$ cat src/rtl/fp_round_pipe.sv
// Two-stage rounding/packing stage for the FP multiplier: stage 1 decides the
// increment and adds it, stage 2 renormalises, range-checks and packs the result.
module fp_round_pipe #(
  parameter int EXP_W = 8,
  parameter int MAN_W = 23
) (
  input  logic                   clk,
  input  logic                   rst_n,
  input  logic                   in_valid,
  output logic                   in_ready,
  input  logic                   in_sign,
  input  logic [EXP_W+1:0]       in_exp,
  input  logic [MAN_W:0]         in_mant,
  input  logic                   in_rnd,
  input  logic                   in_stk,
  input  logic [1:0]             in_mode,
  input  logic [1:0]             in_special,
  input  logic                   in_invalid,
  output logic                   out_valid,
  input  logic                   out_ready,
  output logic [EXP_W+MAN_W:0]   out_z,
  output logic [4:0]             out_flags
);

  localparam int ZW = 1 + EXP_W + MAN_W;
  localparam logic [EXP_W-1:0] EXP_ONES = '1;
  localparam logic [EXP_W-1:0] EXP_MAXF = {{(EXP_W-1){1'b1}}, 1'b0};
  localparam logic [EXP_W+2:0] EXP_OVF = {3'b000, EXP_ONES};

  localparam logic [1:0] MODE_RNE = 2'b00;
  localparam logic [1:0] MODE_RTZ = 2'b01;
  localparam logic [1:0] MODE_RUP = 2'b10;
  localparam logic [1:0] MODE_RDN = 2'b11;

  localparam logic [1:0] SP_NORMAL = 2'b00;
  localparam logic [1:0] SP_ZERO   = 2'b01;
  localparam logic [1:0] SP_INF    = 2'b10;
  localparam logic [1:0] SP_NAN    = 2'b11;

  logic s1Valid, s2Valid;
  logic s1Adv, s2Adv;

  logic             s1Sign;
  logic [EXP_W+1:0] s1Exp;
  logic [MAN_W+1:0] s1Sum;
  logic             s1Inexact;
  logic [1:0]       s1Mode;
  logic [1:0]       s1Special;
  logic             s1Invalid;

  assign s2Adv    = ~s2Valid | out_ready;
  assign s1Adv    = ~s1Valid | s2Adv;
  assign in_ready = s1Adv;
  assign out_valid = s2Valid;

  logic             incr;
  logic [MAN_W+1:0] inSum;

  always_comb begin
    incr = 1'b0;
    case (in_mode)
      MODE_RNE: incr = in_rnd & (in_stk | in_mant[0]);
      MODE_RTZ: incr = 1'b0;
      MODE_RUP: incr = (in_rnd | in_stk) & ~in_sign;
      MODE_RDN: incr = (in_rnd | in_stk) & in_sign;
      default:  incr = 1'b0;
    endcase
  end

  assign inSum = {1'b0, in_mant} + {{(MAN_W+1){1'b0}}, incr};

  always_ff @(posedge clk or negedge rst_n) begin
    if (!rst_n) begin
      s1Valid   <= 1'b0;
      s1Sign    <= 1'b0;
      s1Exp     <= '0;
      s1Sum     <= '0;
      s1Inexact <= 1'b0;
      s1Mode    <= '0;
      s1Special <= '0;
      s1Invalid <= 1'b0;
    end else if (s1Adv) begin
      s1Valid <= in_valid;
      if (in_valid) begin
        s1Sign    <= in_sign;
        s1Exp     <= in_exp;
        s1Sum     <= inSum;
        s1Inexact <= in_rnd | in_stk;
        s1Mode    <= in_mode;
        s1Special <= in_special;
        s1Invalid <= in_invalid;
      end
    end
  end

  // Exponent carries one extra bit so the renormalising +1 can never wrap.
  logic             carry;
  logic [MAN_W:0]   normMant;
  logic [EXP_W+2:0] normExp;
  logic             isOvf, isUnf, toInf;
  logic [ZW-1:0]    packZ;
  logic [4:0]       packFlags;

  assign carry    = s1Sum[MAN_W+1];
  assign normMant = carry ? s1Sum[MAN_W+1:1] : s1Sum[MAN_W:0];
  assign normExp  = {s1Exp[EXP_W+1], s1Exp} + {{(EXP_W+2){1'b0}}, carry};
  assign isUnf    = normExp[EXP_W+2] | (normExp == '0);
  assign isOvf    = ~normExp[EXP_W+2] & (normExp >= EXP_OVF);

  always_comb begin
    toInf = 1'b0;
    case (s1Mode)
      MODE_RNE: toInf = 1'b1;
      MODE_RTZ: toInf = 1'b0;
      MODE_RUP: toInf = ~s1Sign;
      MODE_RDN: toInf = s1Sign;
      default:  toInf = 1'b0;
    endcase
  end

  // flags = {invalid, overflow, underflow, inexact, zero}
  always_comb begin
    packZ        = '0;
    packFlags    = '0;
    packFlags[4] = s1Invalid;
    case (s1Special)
      SP_ZERO: begin
        packZ        = {s1Sign, {(ZW-1){1'b0}}};
        packFlags[0] = 1'b1;
      end
      SP_INF:  packZ = {s1Sign, EXP_ONES, {MAN_W{1'b0}}};
      SP_NAN:  packZ = {1'b0, EXP_ONES, 1'b1, {(MAN_W-1){1'b0}}};
      default: begin
        if (isOvf) begin
          packZ        = toInf ? {s1Sign, EXP_ONES, {MAN_W{1'b0}}}
                               : {s1Sign, EXP_MAXF, {MAN_W{1'b1}}};
          packFlags[3] = 1'b1;
          packFlags[1] = 1'b1;
        end else if (isUnf) begin
          packZ        = {s1Sign, {(ZW-1){1'b0}}};
          packFlags[2] = 1'b1;
          packFlags[1] = 1'b1;
          packFlags[0] = 1'b1;
        end else begin
          packZ        = {s1Sign, normExp[EXP_W-1:0], normMant[MAN_W-1:0]};
          packFlags[1] = s1Inexact;
        end
      end
    endcase
  end

  always_ff @(posedge clk or negedge rst_n) begin
    if (!rst_n) begin
      s2Valid   <= 1'b0;
      out_z     <= '0;
      out_flags <= '0;
    end else if (s2Adv) begin
      s2Valid <= s1Valid;
      if (s1Valid) begin
        out_z     <= packZ;
        out_flags <= packFlags;
      end
    end
  end

endmodule

$ cat config.mk
export PLATFORM = sky130hd
export DESIGN_NAME = fp_round_pipe
export DESIGN_NICKNAME = d
export VERILOG_FILES = /design/src/rtl/fp_round_pipe.sv
export SDC_FILE = /design/constraint.sdc
export NUM_CORES = 1
export LEC_CHECK = 0
export BUFFER_PORTS_ARGS = -buffer_cell sky130_fd_sc_hd__buf_2
export CAP_MARGIN = 20
export CORE_MARGIN = 1
export CORE_UTILIZATION = 60
export DETAILED_ROUTE_END_ITERATION = 7
export GPL_TIMING_DRIVEN = 0
export PLACE_DENSITY = 0.87
export SETUP_SLACK_MARGIN = 0.2
export SYNTH_ARGS = -nofsm -noshare
export SYNTH_HDL_FRONTEND = slang
export SYNTH_SLANG_ARGS = --single-unit
export TNS_END_PERCENT = 30
$ cat constraint.sdc
create_clock -name clk -period 4.35 [get_ports clk]
set_input_delay 0.6525 -clock clk [delete_from_list [all_inputs] [get_ports clk]]
set_output_delay 0.6525 -clock clk [all_outputs]
set_load 0.01 [all_outputs]
==> impl_metrics.py <==
metrics = {
    "hold_path": {
        "min_path_type": "primary input to async pin",
    },
    "layout": {
        "drive_gt1_frac": 0.318,
        "area_growth_pct": 16.9,
        "final_nets": 617,
        "n_antenna_cell": 0,
    },
    "grt": {
        "grt_max_degree": 42,
        "antenna_found_initial": 0,
        "grt_pass1_vias": 3763,
        "overflow": 0,
        "grt_pass1_wl_mm": 18.6,
        "grt_use_total": 0.289,
    },
    "setup_path": {
        "max_stage_delay_ps": 480,
        "crit_arrival_ps": 3130,
        "start_kind": "primary input",
        "critical-path-top-delay-family": "simple AND/OR/NAND/NOR gates",
        "end_kind": "flop",
        "cp_max_fo": 5,
        "crit_required_ps": 4580,
        "path_buf_inv": 2,
        "path_class": "primary input to flop",
        "slowest_stage": "nor4_1",
        "crit_chain": "buf_2 > inv_1 > a21oi_1 > a31oi_1 > o21ai_0 > a21oi_1 > ha_1 > ha_1 > nand2_1 > nor4_1 > nand4_1 > nor2_1 > xnor2_1 > o21ai_0",
    },
    "timing": {
        "setup_viol": 0,
        "period_share": 0.667,
        "final-hold-violation-count": 0,
        "tns_ps": 0,
        "rsz0062_at_grt": "no",
        "finClkSkew_ps": 10.5,
        "finalCriticalPeriod_ps": 2900,
        "setup_ws_ps": 1450,
        "final_max_slew_viol_count": 0,
        "worstMarginPinSlew_ps": 631,
        "slew_headroom": 0.579,
        "max_freq_mhz": 345,
    },
    "floorplan": {
        "die-area_um2": 8120,
        "dieWidth_um": 90.1,
        "fp.dieH_um": 90.1,
        "core_area_um2": 7370,
        "initial_utilization": 0.632,
        "rows": 31,
        "ios": 85,
    },
    "route": {
        "routed_wl_mm": 10.9,
        "routed_via_density": 5.84,
        "drt_iter0_markers": 289,
        "wl_per_cell_um": 16.3,
        "drt-pass1-iter-count": 5,
        "num_vias": 3921,
        "antenna_left": 0,
        "drcViolationCount": 0,
    },
    "cts": {
        "cts_htree_levels": 3,
        "clock_latency_ps": 360,
        "cts_tree": "built",
        "ctsHoldBuffers": 0,
        "cts_resized": 0,
        "cts_sinks": 81,
        "postCtsSetupBuffers": 0,
        "path_clk_slew_ps": 90,
        "cts_buffers": 9,
        "cts_root_buf": "clkbuf_8",
        "clock_path_buffers": 2,
    },
    "place": {
        "dpl_worst_slack_ps": 1050,
        "io_buffer_count": 84,
        "place_congestion": 0.835,
        "dpl.hpwl_mm": 8.01,
    },
    "logic_synthesis": {
        "syn_nets": 521,
        "yosys_warnings": 0,
        "synth_cells": 471,
        "ys_seq_area_frac": 0.435,
        "synth_seq_cells": 81,
        "synthTopCellsByArea": "dfrtp_1, mux2_2, nand2_1, a22oi_2, a21boi_0",
        "synthFlopType": "dfrtp_1",
        "synth_edf_count": 0,
        "yosysUniqueCellTypes": 61,
        "async_flop_share": 1.00,
        "yosys.cell_count.top_type": "nand2_1",
        "netlist_area_um2": 4660,
        "synth_top_area_cell": "dfrtp_1",
        "yosysTopAreaCellShare": 0.435,
        "synth_commonest_cells": "nand2_1, dfrtp_1, mux2_2",
        "postSynthAreaPerCell_um2": 9.89,
    },
    "pwr": {
        "p_clk_frac": 0.290,
        "powerDensity_nw_per_um2": 386,
        "p_seq_frac": 0.450,
        "p_leak_nw": 2.43,
        "switching_share": 0.324,
        "p_int_mw": 1.42,
        "power.switching_uw": 681,
        "ir_drop_mv": 0.205,
        "power_frac_comb": 0.260,
    },
    "run_status": {
        "status": "complete, no violations",
    },
    "job": {
        "cap_viol_max_count": 0,
    },
}
metal layers:
| metal | routed length [µm] | GRT usage | vias to the layer above |
|---|---|---|---|
| met5 | 0 | 0 | - |
| met4 | 262 | 0.121 | 0 |
| met3 | 452 | 0.0364 | 23 |
| met2 | 5110 | 0.449 | 128 |
| met1 | 5100 | 0.412 | 1915 |
| li1 | - | - | 1855 |
area by class of cell:
type	count	area, µm²
clock inverter	7	95.1
sequential	81	2030
tap	99	124
timing repair buffer	85	443
multi-input combinational	349	2440
clock buffer	9	124
buffer	33	161
fill	540	1930
inverter	8	30.0
path summary, 6_finish.rpt:
check	start	endpoint	slack (ps)	cells after the start
max	in_mode[0]	s1Sum[18]	1450	14
min	rst_n	out_z[29]	270	1
max reg2reg	s1Sum[24]	out_z[3]	1790	8
min reg2reg	s1Invalid	out_flags[4]	480	2
max in group asynchronous	rst_n	s1Sum[8]	3490	2
min in group clk	s1Invalid	out_flags[4]	480	2
cells by family after synthesis:
logic type               Yosys count  share of synthesized area
AND/OR/NAND/NOR                  170                      0.179
multiplexers                      40                     0.0964
flip-flops                        81                      0.435
adder cells (fa/ha/maj)            4                     0.0107
buffers and inverters             41                     0.0411
XOR/XNOR                          30                     0.0564
AO/OA/AOI/OAI                    105                      0.181
power by group through the flow:
stage / Combinational (mW) / Sequential (mW) / Clock, mW
finish: 0.548 / 0.947 / 0.609
global placement: 0.513 / 0.951 / 0
detailed placement: 0.537 / 0.958 / 0
CTS: 0.546 / 0.944 / 0.611
global route: 0.601 / 0.961 / 0.642
floorplan: 0.329 / 0.964 / 0
cells in the final DEF (no fill, tap or decap), types with 8 or more instances in the layout:
master / n
xnor2_1: 12
a22oi_2: 20
nand3_1: 31
buf_2: 88
clkbuf_8: 9
mux2_2: 39
nor2_1: 15
a21boi_0: 24
a22oi_1: 8
dfrtp_1: 81
o21ai_0: 28
inv_1: 8
nand2_1: 84
clkbuf_1: 20
xor2_1: 18
sequential cells by signal (all words and copies together), names as in the netlist:
| name | count |
|---|---|
| s1Mode | 2 |
| s1Invalid | 1 |
| s1Sign | 1 |
| out_z | 32 |
| out_valid | 1 |
| s1Exp | 10 |
| out_flags | 5 |
| s1Special | 2 |
| s1Valid | 1 |
| s1Inexact | 1 |
| s1Sum | 25 |
through the flow:
stage	instances	area, µm²	hold slack [ps]	utilization	power [mW]
3_5_place_dp	655	5230	461	0.709	1.50
5_1_grt	671	5440	310	0.739	2.20
4_1_cts	671	5440	281	0.739	2.10
2_1_floorplan	471	4660	357	-	1.29
6_report	671	5440	266	0.739	2.10
3_3_place_gp	654	5200	448	0.706	1.46
No activity file was read; power rests on OpenSTA's default activity.
